<file path="src/rtl/multicycle_ctrl_fsm.sv">
// -----------------------------------------------------------------------------
// multicycle_ctrl_fsm
//
// Control sequencer for the multi-cycle RV32I-subset CPU. It steps one
// instruction at a time through fetch / decode / execute / memory / writeback
// and drives every datapath enable and mux select. It stalls in FETCH, MEMREAD
// and MEMWRITE until the unified memory port reports mem_ready.
//
// Ports:
//   clk        in   system clock, rising edge
//   rst        in   synchronous reset, active high
//   instr      in   IR contents (opcode [6:0], funct3 [14:12], funct7b5 [30])
//   eq         in   ALU equal/zero flag, used by BEQ only
//   mem_ready  in   memory access completes this cycle
//   pcwrite    out  PC load enable (pcupdate | branch & eq)
//   irwrite    out  IR / oldPC load enable
//   adrsrc     out  memory address select: 0 = PC, 1 = ALUOut
//   memwrite   out  memory write strobe
//   regwrite   out  register file write enable
//   alusrca    out  ALU A select: 00 PC, 01 oldPC, 10 RD1
//   alusrcb    out  ALU B select: 00 RD2, 01 ImmExt, 10 constant 4
//   aluctrl    out  ALU op: 000 add, 001 sub, 010 and, 011 or, 101 slt
//   immsrc     out  immediate type: 00 I, 01 S, 10 B, 11 J
//   resultsrc  out  result select: 00 ALUOut, 01 memory data, 10 ALU result
//   illegal    out  one-cycle pulse in DECODE for an unsupported opcode
//   state      out  current state encoding, for debug
// -----------------------------------------------------------------------------
module multicycle_ctrl_fsm (
    input  logic        clk,
    input  logic        rst,
    input  logic [31:0] instr,
    input  logic        eq,
    input  logic        mem_ready,
    output logic        pcwrite,
    output logic        irwrite,
    output logic        adrsrc,
    output logic        memwrite,
    output logic        regwrite,
    output logic [1:0]  alusrca,
    output logic [1:0]  alusrcb,
    output logic [2:0]  aluctrl,
    output logic [1:0]  immsrc,
    output logic [1:0]  resultsrc,
    output logic        illegal,
    output logic [3:0]  state
);

    typedef enum logic [3:0] {
        S_FETCH    = 4'd0,
        S_DECODE   = 4'd1,
        S_MEMADR   = 4'd2,
        S_MEMREAD  = 4'd3,
        S_MEMWB    = 4'd4,
        S_MEMWRITE = 4'd5,
        S_EXECR    = 4'd6,
        S_EXECI    = 4'd7,
        S_ALUWB    = 4'd8,
        S_BEQ      = 4'd9,
        S_JAL      = 4'd10
    } state_t;

    localparam logic [6:0] OP_LOAD  = 7'b0000011;
    localparam logic [6:0] OP_STORE = 7'b0100011;
    localparam logic [6:0] OP_RTYPE = 7'b0110011;
    localparam logic [6:0] OP_ITYPE = 7'b0010011;
    localparam logic [6:0] OP_BRNCH = 7'b1100011;
    localparam logic [6:0] OP_JAL   = 7'b1101111;

    localparam logic [2:0] ALU_ADD = 3'b000;
    localparam logic [2:0] ALU_SUB = 3'b001;
    localparam logic [2:0] ALU_AND = 3'b010;
    localparam logic [2:0] ALU_OR  = 3'b011;
    localparam logic [2:0] ALU_SLT = 3'b101;

    state_t     state_q, state_d;
    logic [6:0] opcode;
    logic [2:0] funct3;
    logic       funct7b5;
    logic [2:0] alu_fn;
    logic [1:0] imm_dec;
    logic       pcupdate, branch;

    assign opcode   = instr[6:0];
    assign funct3   = instr[14:12];
    assign funct7b5 = instr[30];

    // Remaining IR bits belong to the datapath, not to control.
    logic unused_instr_bits;
    assign unused_instr_bits = ^{instr[31], instr[29:15], instr[11:7]};

    // NOTE: state register uses non-blocking assignment; all decode below is
    // combinational and reads only the settled register value.
    always_ff @(posedge clk) begin
        if (rst) state_q <= S_FETCH;
        else     state_q <= state_d;
    end

    assign state = state_q;

    // funct3 -> ALU operation. Subtract only for R-type with funct7b5 set.
    always_comb begin
        unique case (funct3)
            3'b000:  alu_fn = (opcode == OP_RTYPE && funct7b5) ? ALU_SUB : ALU_ADD;
            3'b010:  alu_fn = ALU_SLT;
            3'b110:  alu_fn = ALU_OR;
            3'b111:  alu_fn = ALU_AND;
            default: alu_fn = ALU_ADD;
        endcase
    end

    always_comb begin
        unique case (opcode)
            OP_STORE: imm_dec = 2'b01;
            OP_BRNCH: imm_dec = 2'b10;
            OP_JAL:   imm_dec = 2'b11;
            default:  imm_dec = 2'b00;
        endcase
    end

    // NOTE: every output and next-state is given a default first so no path
    // through the case statement can infer a latch.
    always_comb begin
        state_d   = S_FETCH;
        irwrite   = 1'b0;
        adrsrc    = 1'b0;
        memwrite  = 1'b0;
        regwrite  = 1'b0;
        alusrca   = 2'b00;
        alusrcb   = 2'b00;
        aluctrl   = ALU_ADD;
        resultsrc = 2'b00;
        illegal   = 1'b0;
        pcupdate  = 1'b0;
        branch    = 1'b0;
        immsrc    = imm_dec;

        case (state_q)
            S_FETCH: begin
                alusrcb   = 2'b10;
                resultsrc = 2'b10;
                irwrite   = mem_ready;
                pcupdate  = mem_ready;
                state_d   = mem_ready ? S_DECODE : S_FETCH;
            end
            S_DECODE: begin
                alusrca = 2'b01;
                alusrcb = 2'b01;
                case (opcode)
                    OP_LOAD, OP_STORE: state_d = S_MEMADR;
                    OP_RTYPE:          state_d = S_EXECR;
                    OP_ITYPE:          state_d = S_EXECI;
                    OP_BRNCH:          state_d = S_BEQ;
                    OP_JAL:            state_d = S_JAL;
                    default: begin
                        state_d = S_FETCH;
                        illegal = 1'b1;
                    end
                endcase
            end
            S_MEMADR: begin
                alusrca = 2'b10;
                alusrcb = 2'b01;
                state_d = (opcode == OP_LOAD) ? S_MEMREAD : S_MEMWRITE;
            end
            S_MEMREAD: begin
                adrsrc  = 1'b1;
                state_d = mem_ready ? S_MEMWB : S_MEMREAD;
            end
            S_MEMWB: begin
                resultsrc = 2'b01;
                regwrite  = 1'b1;
            end
            S_MEMWRITE: begin
                // Strobe is held for the whole access, not just the last cycle.
                adrsrc   = 1'b1;
                memwrite = 1'b1;
                state_d  = mem_ready ? S_FETCH : S_MEMWRITE;
            end
            S_EXECR: begin
                alusrca = 2'b10;
                aluctrl = alu_fn;
                state_d = S_ALUWB;
            end
            S_EXECI: begin
                alusrca = 2'b10;
                alusrcb = 2'b01;
                aluctrl = alu_fn;
                state_d = S_ALUWB;
            end
            S_ALUWB: begin
                regwrite = 1'b1;
            end
            S_BEQ: begin
                alusrca = 2'b10;
                aluctrl = ALU_SUB;
                branch  = 1'b1;
            end
            S_JAL: begin
                alusrca  = 2'b01;
                alusrcb  = 2'b10;
                pcupdate = 1'b1;
                state_d  = S_ALUWB;
            end
            default: begin
                // Unused encodings: all outputs stay 0, recover to FETCH.
                immsrc  = 2'b00;
                state_d = S_FETCH;
            end
        endcase

        pcwrite = pcupdate | (branch & eq);

        // A reset abandons the instruction at once: no strobe may fire in
        // the reset cycle itself.
        if (rst) begin
            pcwrite   = 1'b0;
            irwrite   = 1'b0;
            adrsrc    = 1'b0;
            memwrite  = 1'b0;
            regwrite  = 1'b0;
            alusrca   = 2'b00;
            alusrcb   = 2'b00;
            aluctrl   = ALU_ADD;
            immsrc    = 2'b00;
            resultsrc = 2'b00;
            illegal   = 1'b0;
        end
    end

endmodule

</file>
<file path="config.mk">
export PLATFORM = sky130hd
export DESIGN_NAME = multicycle_ctrl_fsm
export DESIGN_NICKNAME = d
export VERILOG_FILES = /design/src/rtl/multicycle_ctrl_fsm.sv
export SDC_FILE = /design/constraint.sdc
export NUM_CORES = 1
export LEC_CHECK = 0
export ABC_AREA = 1
export CORE_AREA = 3 3 49 51
export DETAILED_ROUTE_END_ITERATION = 10
export DIE_AREA = 0 0 52 54
export GPL_ROUTABILITY_DRIVEN = 0
export PLACE_DENSITY = 0.77
export REMOVE_ABC_BUFFERS = 1
export SLEW_MARGIN = 20
export SYNTH_ARGS = -nofsm -noshare
export SYNTH_HDL_FRONTEND = slang
export SYNTH_SLANG_ARGS = --single-unit
</file>
<file path="constraint.sdc">
create_clock -name clk -period 1.63 [get_ports clk]
set_input_delay 0.326 -clock clk [delete_from_list [all_inputs] [get_ports clk]]
set_output_delay 0.326 -clock clk [all_outputs]
set_load 0.01 [all_outputs]
</file>
==> metrics.csv <==
stage;metric;value;unit
grt;global route overflow;0;
clock_tree;H-tree depth;1;
worst_setup_path;crit-path cells;clkdlybuf4s50_1 -> nand4_1 -> buf_4 -> a31oi_1 -> buf_2;
final_layout;# diodes;0;
die;Die Y-Extent;54;µm
worst_setup_path;R2R Setup Slk;380;ps
synthesis;Synth Register Bits;4;
worst_setup_path;critical-path maximum fanout;2;
min_path;WHS Endpoint;state[3]$_SDFF_PP0_;
clock_tree;CTS max path bufs;2;
synthesis;Async SR Flop Fraction;0;
routing;drt initial violations;17;
power;Peak VDD IR;0.210;mV
min_path;min-delay worst type;in -> reg;
clock_tree;CTS Sinks;4;
final_layout;Register Area;87.6;µm²
routing;Pre-antenna DRT Iters;4;
sta;Sum Neg Setup Slack;-198;ps
sta;final clock skew;4.69;ps
sta;slew of the pin with the lowest slew margin;192;ps
synthesis;Avg Cell Area, Syn;5.31;µm²
sta;RSZ-0062 raised after global routing;yes;
final_layout;synthesis-to-finish area growth;111;%
sta;Final Max Slew Viols;0;
synthesis;register area share after synthesis;0.133;
worst_setup_path;CP endpoint kind;primary output;
worst_setup_path;CP max-delay cell;clkdlybuf4s50_1;
synthesis;Post-Syn Area;601;µm²
synthesis;most frequent cell after synthesis;nand2_1;
synthesis;cell taking the most area after synthesis;nand2_1;
clock_tree;clk root buf;clkbuf_4;
worst_setup_path;slowest cell delay on critical path;480;ps
die;die width;52;µm
placed_design;Post-Place Setup Slack;-674;ps
placed_design;port bufs;35;
worst_setup_path;Reg2Reg Depth;10;
final_layout;share of cells above drive strength 1;0.508;
sta;Max Fclk;583;MHz
clock_tree;TritonCTS clock tree;done;
routing;Via-to-Cell Ratio;4.60;
sta;final setup violation count;6;
synthesis;Syn Inst Count;113;
worst_setup_path;worst reg2reg path endpoint;state[2]$_SDFF_PP0_;
power;Leakage;0.689;nW
sta;crit share post-route;1.05;
grt;initial antenna violation count;0;
final_layout;nets;225;
grt;first-pass GRT wire length;4310;µm
synthesis;Synth Flop Type;dfxtp_1;
synthesis;EDFF count, synth;0;
die;Rows;16;
sta;Final WS setup;-85.9;ps
worst_setup_path;crit path DAT;1390;ps
die;die area;2810;µm²
grt;vias in the first global route;1053;
placed_design;post-DP HPWL;2010;µm
synthesis;Synth cell types;23;
sta;Hold Vio Cnt, Final;0;
power;P per Cell Area;303;nW/µm²
min_path;WHS Path Cells;3;
synthesis;synth cell count leaders;25 x nand2_1, 19 x inv_1, 16 x nor2_1;
run_status;run status;complete, but fails checks;
grt;total track usage;0.201;
routing;Via Count;985;
die;io pins;57;
worst_setup_path;WS Path Type;in -> out;
sta;Slew HR;0.872;
final_layout;Largest register FFs;4;
run;Max Cap Viol;0;
die;Core Box Area;1980;µm²
die;initial core utilization;0.303;
sta;fin crit period;1720;ps
final_layout;fillcell total;165;
synthesis;Synth area leaders;nand2_1 16%, dfxtp_1 13%, inv_1 12%;
worst_setup_path;Reg-to-Reg Start;state[2]$_SDFF_PP0_;
routing;DR WL/cell;11.9;µm
routing;Post-Route WL;2550;µm
synthesis;Synthesis Warnings;0;
routing;DRC Markers;0;
clock_tree;clk slew on worst S/H paths;40;ps
grt;largest net degree at the start of global routing;11;
routing;Antenna Violating Nets Remaining;0;
worst_setup_path;CP required;1300;ps
final_layout;area occupied by multi-input gates;485;µm²
clock_tree;clk_lat worst skew;230;ps
min_path;min-delay src;rst;
worst_setup_path;CP Launch Type;primary input;
clock_tree;TritonCTS Buffers;3;
run_status;failing checks;negative setup slack;
synthesis;top-area cell type share of the netlist area;0.156;
-- critical path: cells and delay by family --
kind / cells / cell delay (ps)
buffers and inverters: 3 / 800
AO/OA/AOI/OAI: 1 / 120
AND/OR/NAND/NOR: 1 / 130
-- cell type report --
class	instances	share of cell area
multi-input combinational	84	0.382
inverter	24	0.0729
sequential	4	0.0690
tap	27	0.0266
timing repair buffer	72	0.432
clock buffer	3	0.0177
-- metrics by stage --
step / total power, mW / area [µm²] / util / hold WS, ps / instances
2_1_floorplan: 0.156 / 597 / - / 395 / 112
3_3_place_gp: 0.256 / 1210 / 0.609 / 781 / 204
3_5_place_dp: 0.261 / 1210 / 0.609 / 824 / 204
4_1_cts: 0.387 / 1240 / 0.627 / 601 / 213
5_1_grt: 0.415 / 1270 / 0.641 / 641 / 214
6_report: 0.385 / 1270 / 0.641 / 614 / 214
-- kinds of logic after synthesis --
| kind of cell | after synthesis | share of synthesized area |
|---|---|---|
| AO/OA/AOI/OAI | 18 | 0.167 |
| AND/OR/NAND/NOR | 66 | 0.544 |
| buffers and inverters | 25 | 0.156 |
| flip-flops | 4 | 0.133 |
-- repair_timing --
item                       CTS  global route
setup endpoints to repair   20            16
hold buffers                 0             0
resized for setup           89            17
cloned                       0             0
pin swaps                   11             4
buffers inserted             6             1
-- power breakdown --
part	switching [mW]	leakage, nW	internal, mW
sequential	0.00314	0.0346	0.0990
clock	0.0400	0.0138	0.0823
combinational	0.0776	0.640	0.0827
-- routing by layer --
layer / wire length, µm / GRT usage / share of wire
met1: 959 / 0.206 / 0.38
met2: 1470 / 0.416 / 0.58
met4: 0 / 0.0480 / 0
met3: 114 / 0.0332 / 0.045
met5: 0 / 0 / 0
-- how the worst max path moves through the flow --
| stage | startpoint | to | depth (start not counted) |
|---|---|---|---|
| after floorplan | state[3]$_SDFF_PP0_ | pcwrite | 6 |
| after global placement | instr[1] | aluctrl[0] | 6 |
| after detailed placement | instr[4] | aluctrl[0] | 6 |
| after CTS | state[2]$_SDFF_PP0_ | pcwrite | 6 |
| after global routing | state[2]$_SDFF_PP0_ | pcwrite | 6 |
| final | mem_ready | pcwrite | 5 |
-- cell usage in the layout, fill, tap and decap left out, drive strengths merged --
cell	synthesis	routed
nor4	1	1
nand4	2	2
clkdlybuf4s15	0	3
clkbuf	1	5
a21oi	9	9
buf	0	51
o21ai	7	7
nand3	13	13
inv	24	24
o22ai	1	1
nor2	21	21
dlygate4sd2	0	6
a31oi	1	1
dfxtp	4	4
nand2	27	27
dlymetal6s2s	0	1
clkdlybuf4s50	0	9
nor3	2	2
(Power assumes the default switching activity.)
